[src/rtl/tt_um_serial_subtractor_pkg.sv]
// Shared definitions for the bit-serial subtractor tile: operand width,
// FSM state encoding and the pin positions of control and status bits.
package tt_um_serial_subtractor_pkg;

  localparam int SUB_WIDTH = 4;

  typedef enum logic [1:0] {
    IDLE  = 2'd0,
    SHIFT = 2'd1,
    DONE  = 2'd2
  } state_t;

  // uio_in bit positions
  localparam int PIN_START = 0;
  localparam int PIN_ACK   = 1;

  // uo_out bit positions
  localparam int PIN_BORROW = 4;
  localparam int PIN_BUSY   = 5;
  localparam int PIN_DONE   = 6;

endpackage

[src/rtl/tt_um_serial_subtractor_fs_cell.sv]
// Combinational full subtractor: d = a - b - bin, bout set when the
// subtraction of this bit position needs to borrow from the next one.
module fs_cell (
  input  logic a,
  input  logic b,
  input  logic bin,
  output logic d,
  output logic bout
);

  logic w_axb;

  assign w_axb = a ^ b;
  assign d     = w_axb ^ bin;
  assign bout  = (~a & b) | (~w_axb & bin);

endmodule

[src/rtl/tt_um_serial_subtractor.sv]
// Bit-serial subtractor: A - B computed LSB first, one bit per clock, through
// a single full-subtractor cell and a borrow flip-flop. The visible result
// only updates when an operation completes, never with partial bits.
module tt_um_serial_subtractor
  import tt_um_serial_subtractor_pkg::*;
#(
  parameter int WIDTH = SUB_WIDTH
) (
  input  logic       clk,
  input  logic       rst,
  input  logic [7:0] ui_in,
  input  logic [7:0] uio_in,
  input  logic       ena,
  output logic [7:0] uo_out,
  output logic [7:0] uio_out,
  output logic [7:0] uio_oe
);

  localparam int CNT_W = (WIDTH > 1) ? $clog2(WIDTH) : 1;

  state_t             r_state;
  state_t             w_state_n;
  logic [WIDTH-1:0]   r_sa;
  logic [WIDTH-1:0]   r_sb;
  logic [WIDTH-1:0]   r_sd;
  logic [CNT_W-1:0]   r_cnt;
  logic               r_bw;
  logic [WIDTH-1:0]   r_result;
  logic               r_bout;
  logic               r_busy;
  logic               r_done;

  logic               w_start;
  logic               w_ack;
  logic               w_load;
  logic               w_shift;
  logic               w_last;
  logic               w_d;
  logic               w_bw_n;
  logic [WIDTH-1:0]   w_sd_n;
  logic [7:0]         w_uo_out;
  logic               w_unused;

  assign w_start = uio_in[PIN_START];
  assign w_ack   = uio_in[PIN_ACK];

  fs_cell u_fs_cell (
    .a    (r_sa[0]),
    .b    (r_sb[0]),
    .bin  (r_bw),
    .d    (w_d),
    .bout (w_bw_n)
  );

  // Difference bits enter at the MSB so the LSB-first stream lands in place.
  assign w_sd_n = {w_d, r_sd[WIDTH-1:1]};

  // Next-state decode; start takes priority over ack in DONE.
  always_comb begin
    w_state_n = r_state;
    w_load    = 1'b0;
    w_shift   = 1'b0;
    w_last    = 1'b0;
    case (r_state)
      IDLE: begin
        if (w_start) begin
          w_state_n = SHIFT;
          w_load    = 1'b1;
        end
      end
      SHIFT: begin
        w_shift = 1'b1;
        if (r_cnt == CNT_W'(WIDTH - 1)) begin
          w_last    = 1'b1;
          w_state_n = DONE;
        end
      end
      DONE: begin
        if (w_start) begin
          w_state_n = SHIFT;
          w_load    = 1'b1;
        end else if (w_ack) begin
          w_state_n = IDLE;
        end
      end
      default: w_state_n = IDLE;
    endcase
  end

  // State register; status flags are registered copies of the current state.
  always_ff @(posedge clk) begin
    if (rst) begin
      r_state <= IDLE;
      r_busy  <= 1'b0;
      r_done  <= 1'b0;
    end else begin
      r_state <= w_state_n;
      r_busy  <= (r_state == SHIFT);
      r_done  <= (r_state == DONE);
    end
  end

  // Operand load, serial shift and result capture on the final bit.
  always_ff @(posedge clk) begin
    if (rst) begin
      r_sa     <= '0;
      r_sb     <= '0;
      r_sd     <= '0;
      r_cnt    <= '0;
      r_bw     <= 1'b0;
      r_result <= '0;
      r_bout   <= 1'b0;
    end else if (w_load) begin
      r_sa  <= ui_in[WIDTH-1:0];
      r_sb  <= ui_in[2*WIDTH-1:WIDTH];
      r_sd  <= '0;
      r_cnt <= '0;
      r_bw  <= 1'b0;
    end else if (w_shift) begin
      r_sa  <= r_sa >> 1;
      r_sb  <= r_sb >> 1;
      r_sd  <= w_sd_n;
      r_bw  <= w_bw_n;
      r_cnt <= r_cnt + 1'b1;
      if (w_last) begin
        r_result <= w_sd_n;
        r_bout   <= w_bw_n;
      end
    end
  end

  // Pack result and status onto the dedicated outputs.
  always_comb begin
    w_uo_out             = '0;
    w_uo_out[WIDTH-1:0]  = r_result;
    w_uo_out[PIN_BORROW] = r_bout;
    w_uo_out[PIN_BUSY]   = r_busy;
    w_uo_out[PIN_DONE]   = r_done;
  end

  assign uo_out   = w_uo_out;
  assign uio_out  = 8'h00;
  assign uio_oe   = 8'h00;
  assign w_unused = &{1'b0, ena, uio_in[7:2]};

endmodule
[config.mk]
export PLATFORM = sky130hd
export DESIGN_NAME = tt_um_serial_subtractor
export DESIGN_NICKNAME = d
export VERILOG_FILES = /design/src/rtl/tt_um_serial_subtractor_pkg.sv /design/src/rtl/tt_um_serial_subtractor_fs_cell.sv /design/src/rtl/tt_um_serial_subtractor.sv
export SDC_FILE = /design/constraint.sdc
export NUM_CORES = 1
export LEC_CHECK = 0
export ABC_AREA = 1
export BUFFER_PORTS_ARGS = -buffer_cell sky130_fd_sc_hd__buf_4
export CORE_ASPECT_RATIO = 0.9
export CORE_UTILIZATION = 48
export CTS_BUF_LIST = sky130_fd_sc_hd__clkbuf_4
export DETAILED_ROUTE_END_ITERATION = 8
export HOLD_SLACK_MARGIN = 0.15
export PLACE_DENSITY = 0.79
export SLEW_MARGIN = 20
export SYNTH_ARGS = -nofsm -noshare
export SYNTH_HDL_FRONTEND = slang
export SYNTH_SLANG_ARGS = --single-unit
[constraint.sdc]
create_clock -name clk -period 1.36 [get_ports clk]
set_input_delay 0.34 -clock clk [delete_from_list [all_inputs] [get_ports clk]]
set_output_delay 0.34 -clock clk [all_outputs]
set_load 0.05 [all_outputs]
### After elaboration in Yosys (flattened, before gate mapping)

Index checks and enable logic that the tools add are counted.

* output and inout port bits: 24
* word-level logic and storage cells: 45
* input bits: 19
* flip-flop bits (word level): 24

* reductions and logical operators: 6
* bitwise operators: 8
* add/sub/neg operators: 1
* equality and inequality tests: 6
* muxes and demuxes: 14

Operators by type and width (count)
* 4-bit two-way mux: 4
* 2-bit two-way mux: 4
* 2-bit case mux with 3 select lines: 1
* 3-bit AND reduction: 2
* 1-bit two-way mux: 5
* 2-bit == test (second input constant): 2
* 2-bit inequality test (second input constant): 2
* 2-bit OR reduction: 2
* 3-bit inequality test (second input constant): 1
* 1-bit NOT: 3
* 2-bit by 1-bit adder with 2-bit output (second input constant): 1
* 1-bit bitwise AND: 2
* 2-bit by 1-bit == test with 1-bit output (second input constant): 1
* 2-bit logical NOT: 1
* 2-bit nonzero test: 1
* 1-bit XOR: 2
* 1-bit OR: 1

### Longest topological paths before layout

Gate-level depths: netlist (run 1).

* depth after elaboration: 5
* gate-level depth with buffers: 7
* gate-level depth less buffers: 7

### Hierarchy

A second synthesis (run 1) with hierarchy kept.

* cells, all modules: 174
* area, all modules: 1203.7 um2

By module, submodules not included
* tt_um_serial_subtractor: area an instance 1172.4 um2, sequential area each 460.4 um2, cells each 170, times used 1
* fs_cell: area an instance 31.3 um2, sequential area each 0.0 um2, cells each 4, times used 1

### Worst setup path before layout (run 1)

OpenSTA, ideal clock, no wires.

* kind: flip-flop to flip-flop
* start point: register r_sb[0]
* end point: register r_result[3]
* arrival time: 1.046 ns
* period minus slack after synthesis: 1.116 ns
* library setup time: 0.070 ns
* buffers on the path: 0
* setup slack: 0.244 ns
* required time: 1.290 ns
* stages on the path, launching flop included: 5
* path through: dfxtp_1 inv_1 fa_1 nand2_1 a21oi_1

* cells in the longest elaborated chain, start to end: 2

Ends and longest elaborated chain
* start, declared: line tt_um_serial_subtractor.sv:24 `logic [WIDTH-1:0] r_sb;`
* start signal, assigned: line tt_um_serial_subtractor.sv:115 `r_sb <= ui_in[2*WIDTH-1:WIDTH];`
* start signal, assigned: line tt_um_serial_subtractor.sv:121 `r_sb <= r_sb >> 1;`
* 1-bit XOR: line tt_um_serial_subtractor_fs_cell.sv:13 `assign w_axb = a ^ b;`
* 1-bit XOR: line tt_um_serial_subtractor_fs_cell.sv:14 `assign d = w_axb ^ bin;`
* net u_fs_cell.d: line tt_um_serial_subtractor_fs_cell.sv:7 `output logic d,`
* end signal, assigned: line tt_um_serial_subtractor.sv:126 `r_result <= w_sd_n;`
* end, declared: line tt_um_serial_subtractor.sv:28 `logic [WIDTH-1:0] r_result;`

The timed path passes the listed nets, and every way through them passes these cells.
A chain may end at the register's enable or synchronous reset.

### Worst setup path after layout (run 1)

* start point: register r_sb[0]
* end point: register r_sd[3]

* cells in the longest elaborated chain, start to end: 2

Ends and longest elaborated chain
* 1-bit XOR: line tt_um_serial_subtractor_fs_cell.sv:13
* 1-bit XOR: line tt_um_serial_subtractor_fs_cell.sv:14
* net u_fs_cell.d: line tt_um_serial_subtractor_fs_cell.sv:7
* end signal, assigned: line tt_um_serial_subtractor.sv:122 `r_sd <= w_sd_n;`
* end, declared: line tt_um_serial_subtractor.sv:25 `logic [WIDTH-1:0] r_sd;`

The timed path passes the listed nets, and every way through them passes these cells.

==> results.py, run 1 <==
metrics = {
    "outcome": {
        "status": "completed",
    },
    "finish": {
        "postLayoutCoreUtil": 0.558,
        "final_cell_mix": "dfxtp_1 (23), nand2_1 (22), nor2_1 (21), buf_4 (20), inv_1 (19)",
        "final_nets": 189,
        "multiInputGateArea_um2": 462,
        "drive_gt1_frac": 0.180,
        "fin_cells": 194,
        "final_common_cell": "dfxtp_1",
        "antenna_cells": 0,
        "fillCellCount": 217,
        "regArea_um2": 460,
        "syn2layout_area_growth_pct": 10.3,
    },
    "timing": {
        "max_freq_ghz": 0.799,
        "final_hold_viol_count": 0,
        "min_period_ns": 1.25,
        "maxSlewViolCount": 0,
        "grt_setup_unrepaired": "no",
        "setup-tns-final_ns": 0,
        "timing.hold.ws_ns": 0.249,
        "finalSetupViolations": 0,
        "min_period_over_period": 0.920,
        "skew_ns": 0.00255,
    },
    "cts": {
        "cts_root_buf": "clkbuf_4",
        "cts_tree": "yes",
        "clk_path_buf_depth": 2,
        "htree_levels": 1,
        "clkTransAtPathRegs_ns": 0.12,
        "cts_sinks": 23,
        "post_cts_buffers": 0,
        "clock_latency_ns": 0.31,
        "cts_made_buffers": 3,
    },
    "critical_path": {
        "rr_startpoint": "r_sb[0]",
        "path_class": "reg -> reg",
        "crit_path_end_kind": "register",
        "r2r_slack_ns": 0.11,
        "required_ns": 1.60,
        "cp-start-kind": "register",
        "worstRegToRegCells": 4,
        "crit_arrival_ns": 1.49,
        "crit_fanout": 2,
        "r2r_end": "r_sd[3]",
    },
    "grt": {
        "grt_pass1_vias": 732,
        "grt_first_pass_wirelength_mm": 3.17,
        "grt_antenna_before_repair": 0,
        "grt_max_degree": 14,
        "grt-ovfl-total": 0,
        "grt_usage": 0.178,
    },
    "synth": {
        "ys_warn_count": 0,
        "synth_area_mm2": 0.00110,
        "synth_area_per_cell_um2": 7.37,
        "synth_seq_area_share": 0.417,
        "ys_seq_elements": 23,
        "synth_cells": 150,
        "ys_types": 19,
    },
    "detailed_routing": {
        "drtPass1Iterations": 4,
        "post_drt_wl_per_cell_um": 10.6,
        "routed_via_density": 4.64,
        "first_iter_violations": 14,
        "wl_mm": 2.05,
        "final_antenna_net_count": 0,
        "num_vias": 900,
        "drc": 0,
    },
    "hold_path": {
        "worstHoldPathType": "in -> reg",
        "min_to": "r_sb[3]",
        "holdPathStages": 3,
        "min_from": "ui_in[7]",
    },
    "run": {
        "cap_violations": 0,
    },
    "floorplanning": {
        "core_mm2": 0.00218,
        "die_h_um": 47.5,
        "rows": 16,
        "start_util": 0.506,
        "die_w_um": 52.6,
        "dieArea_mm2": 0.00250,
        "ios": 43,
    },
    "place": {
        "globalplace.congestion": 0.803,
        "place_hpwl_mm": 1.50,
        "placed_cells_incl_taps": 190,
        "io_buffers": 18,
    },
    "pwr": {
        "p_per_area_mw_per_mm2": 1100,
        "p_leak_uw": 0.000615,
        "irDropWorstVdd_mv": 0.834,
    },
}
## critical path, cell delays in order, from the launching register on
cell and delay [ns]:
dfxtp_1 0.33, inv_1 0.06, fa_1 0.59, nand2_1 0.06, a21oi_1 0.14
## synthesized netlist by cell type
cell type  instances  area, um2
buf_2              1       5.00
nand2_2            2       12.5
nand3_1           11       55.1
a21oi_1           11       55.1
xor2_1             1       8.76
dfxtp_1           23        460
fa_1               1       20.0
o21ai_0            7       35.0
buf_4             22        165
nor2_4             1       11.3
nand2_1           22       82.6
inv_1             19       71.3
nor2_1            21       78.8
o22ai_1            1       6.26
conb_1             1       3.75
ha_1               1       12.5
o21ai_1            1       5.00
nor3_1             1       5.00
inv_2              3       11.3
## routing by layer
metal / GRT usage / share of wire / vias up / routed length (um)
li1: - / - / 458 / -
met1: 0.215 / 0.45 / 412 / 915
met2: 0.311 / 0.49 / 30 / 1010
met3: 0.0667 / 0.062 / 0 / 128
met4: 0.0316 / 0 / 0 / 0
met5: 0 / 0 / - / 0
## state kept, by name (all words and copies together) (netlist names)
name and cells:
r_done 1, r_bout 1, r_busy 1, r_sd 3, r_cnt 2, r_state 2
r_sa 4, r_sb 4, r_result 4, r_bw 1
## cell type report
class / count / area share
Clock buffer: 4 / 0.0246
Inverter: 22 / 0.0678
Multi-Input combinational cell: 98 / 0.379
Sequential cell: 23 / 0.378
Tap cell: 27 / 0.0277
Timing Repair Buffer: 20 / 0.123
## power breakdown
part | internal (uW) | switching (uW) | total [uW]
Combinational | 75.5 | 217 | 293
Sequential | 705 | 17.4 | 722
Clock | 134 | 196 | 331
Total | 915 | 431 | 1350
## repair_timing
action,4_1_cts,5_1_grt
hold buffers,0,0
endpoints found under the setup margin,0,3
gates resized for setup,0,2
## logic make-up (layout without fill, tap and decap cells)
kind of cell | count (synthesis) | in the layout | share of synthesized area
compound gates | 20 | 20 | 0.0917
xor+xnor | 1 | 1 | 0.00793
fa+ha+maj | 2 | 2 | 0.0294
buf+inv | 45 | 46 | 0.229
flops | 23 | 23 | 0.417
other cells | 1 | 17 | 0.00339
simple gates | 58 | 58 | 0.222
## metrics by stage
stage | total power, uW | area, um2 | setup WS (ns)
3_3_place_gp | 1010 | 1180 | 0.164
3_5_place_dp | 1020 | 1180 | 0.143
5_1_grt | 1420 | 1220 | 0.0424
2_1_floorplan | 1000 | 1160 | 0.244
4_1_cts | 1360 | 1210 | 0.104
6_report | 1350 | 1220 | 0.108
## worst max path at each step
stage	startpoint	to	slack (ns)	cells past startpoint
finish	r_sb[0]	r_sd[3]	0.11	4
floorplan	r_sb[0]	r_result[3]	0.24	4
detailed placement	r_sb[0]	r_sd[3]	0.14	4
CTS	r_sb[0]	r_result[3]	0.10	4
global route	r_state[0]	r_sa[1]	0.04	7
global placement	r_sb[0]	r_result[3]	0.16	4
Power figures use the tool's default switching activity.
==> run 2, diff against run 1 <==
--- a/config.mk
+++ b/config.mk
@@ -8,11 +8,11 @@
 export ABC_AREA = 1
 export BUFFER_PORTS_ARGS = -buffer_cell sky130_fd_sc_hd__buf_4
 export CORE_ASPECT_RATIO = 0.9
-export CORE_UTILIZATION = 48
+export CORE_UTILIZATION = 50
 export CTS_BUF_LIST = sky130_fd_sc_hd__clkbuf_4
 export DETAILED_ROUTE_END_ITERATION = 8
 export HOLD_SLACK_MARGIN = 0.15
-export PLACE_DENSITY = 0.79
+export PLACE_DENSITY = 0.82
 export SLEW_MARGIN = 20
 export SYNTH_ARGS = -nofsm -noshare
 export SYNTH_HDL_FRONTEND = slang
==> results.py, run 2 (synthesis gave the netlist of run 1 again) <==
metrics = {
    "outcome": {
        "status": "completed",
    },
    "cts": {
        "ctsHoldBuffers": 0,
        "cts-resized-gates": 0,
        "post_cts_buffers": 0,
        "htree_levels": 1,
        "cts_sinks": 23,
        "clkTransAtPathRegs_ns": 0.12,
        "clk_path_buf_depth": 2,
        "cts_made_buffers": 3,
        "cts_tree": "yes",
        "cts_root_buf": "clkbuf_4",
        "clock_latency_ns": 0.30,
    },
    "floorplanning": {
        "die_w_um": 51.6,
        "rows": 15,
        "dieArea_mm2": 0.00240,
        "die_h_um": 46.6,
        "start_util": 0.555,
        "core_mm2": 0.00199,
        "ios": 43,
    },
    "timing": {
        "maxSlewViolCount": 0,
        "min_period_ns": 1.28,
        "finalSetupViolations": 0,
        "setup-tns-final_ns": 0,
        "skew_ns": 0.00346,
        "setup_ws_ns": 0.0753,
        "min_period_over_period": 0.945,
        "grt_setup_unrepaired": "no",
        "max_freq_ghz": 0.778,
        "final_hold_viol_count": 0,
    },
    "critical_path": {
        "crit_path_end_kind": "register",
        "required_ns": 1.60,
        "cp-startpoint": "r_bw",
        "crit_path_end": "r_result[3]",
        "r2r_end": "r_result[3]",
        "worstRegToRegCells": 4,
        "path_class": "reg -> reg",
        "crit_arrival_ns": 1.53,
        "r2r_slack_ns": 0.08,
        "crit_fanout": 2,
        "rr_startpoint": "r_bw",
        "cp-start-kind": "register",
    },
    "grt": {
        "grt_first_pass_wirelength_mm": 2.97,
        "grt_usage": 0.167,
        "grt_max_degree": 14,
        "grt-ovfl-total": 0,
        "grt_antenna_before_repair": 0,
        "grt_pass1_vias": 680,
    },
    "finish": {
        "final_cell_mix": "dfxtp_1 (23), nand2_1 (21), nor2_1 (21), inv_1 (19), buf_4 (19)",
        "drive_gt1_frac": 0.187,
        "final_common_cell": "dfxtp_1",
        "antenna_cells": 0,
        "multiInputGateArea_um2": 463,
        "syn2layout_area_growth_pct": 9.51,
        "regArea_um2": 460,
        "final_nets": 188,
        "top_regs": "r_result (4), r_sa (4), r_sb (4)",
        "fillCellCount": 188,
    },
    "detailed_routing": {
        "num_vias": 865,
        "wl_mm": 1.81,
        "routed_via_density": 4.53,
        "first_iter_violations": 13,
        "final_antenna_net_count": 0,
        "post_drt_wl_per_cell_um": 9.47,
        "drtPass1Iterations": 3,
        "drc": 0,
    },
    "place": {
        "place_ws_ns": 0.131,
        "place_hpwl_mm": 1.37,
        "globalplace.congestion": 0.784,
        "io_buffers": 18,
    },
    "hold_path": {
        "holdPathStages": 2,
        "worstHoldPathType": "in -> reg",
    },
    "pwr": {
        "p_leak_uw": 0.000611,
        "irDropWorstVdd_mv": 0.745,
        "p_per_area_mw_per_mm2": 1100,
    },
    "run": {
        "cap_violations": 0,
    },
}
[run 2: changes by cell type in the layout (fill, tap and decap cells not counted)]
cell     change
buf_4        -1
a21oi_2      +1
nand2_1      -1
nand2_2      +2
nand2_4      -1
a21oi_1      -1
[run 2: cell type report]
| type | instances | share of cell area |
|---|---|---|
| multi-input combinational | 98 | 0.383 |
| inverter | 22 | 0.0683 |
| tap | 25 | 0.0259 |
| sequential | 23 | 0.381 |
| timing repair buffer | 19 | 0.118 |
| clock buffer | 4 | 0.0248 |
[run 2: per-layer routing]
layer  track usage  routed length (um)
met5             0                   0
met4        0.0162                   0
met3        0.0561                 109
met2         0.281                 841
met1         0.215                 857
[run 2: worst min-delay path by stage]
stage	startpoint	slack, ns	to
final	rst	0.26	r_sa[0]
after global placement	r_result[3]	0.45	r_result[3]
after detailed placement	r_sd[1]	0.46	r_sd[1]
after global routing	rst	0.26	r_result[3]
after floorplan	r_sd[1]	0.44	r_sd[1]
after CTS	rst	0.25	r_sa[0]
[run 2: metrics by stage]
step / area [um2] / power, uW / utilization / std cells / hold slack (ns)
after floorplan: 1160 / 1000 / - / 166 / 0.444
after detailed placement: 1170 / 1020 / 0.587 / 187 / 0.459
final: 1210 / 1330 / 0.608 / 191 / 0.259
after global placement: 1170 / 1010 / 0.587 / 187 / 0.455
after CTS: 1200 / 1340 / 0.603 / 191 / 0.248
after global routing: 1210 / 1400 / 0.608 / 191 / 0.255
[run 2: critical path, stage by stage (launching register included)]
cell and delay [ns]:
dfxtp_1 0.33, inv_1 0.06, fa_1 0.60, nand2_2 0.08, a21oi_2 0.15
[run 2: power breakdown]
part / switching (uW) / total (uW) / internal, uW
sequential: 15.8 / 721 / 705
clock: 191 / 325 / 134
combinational: 213 / 286 / 72.1
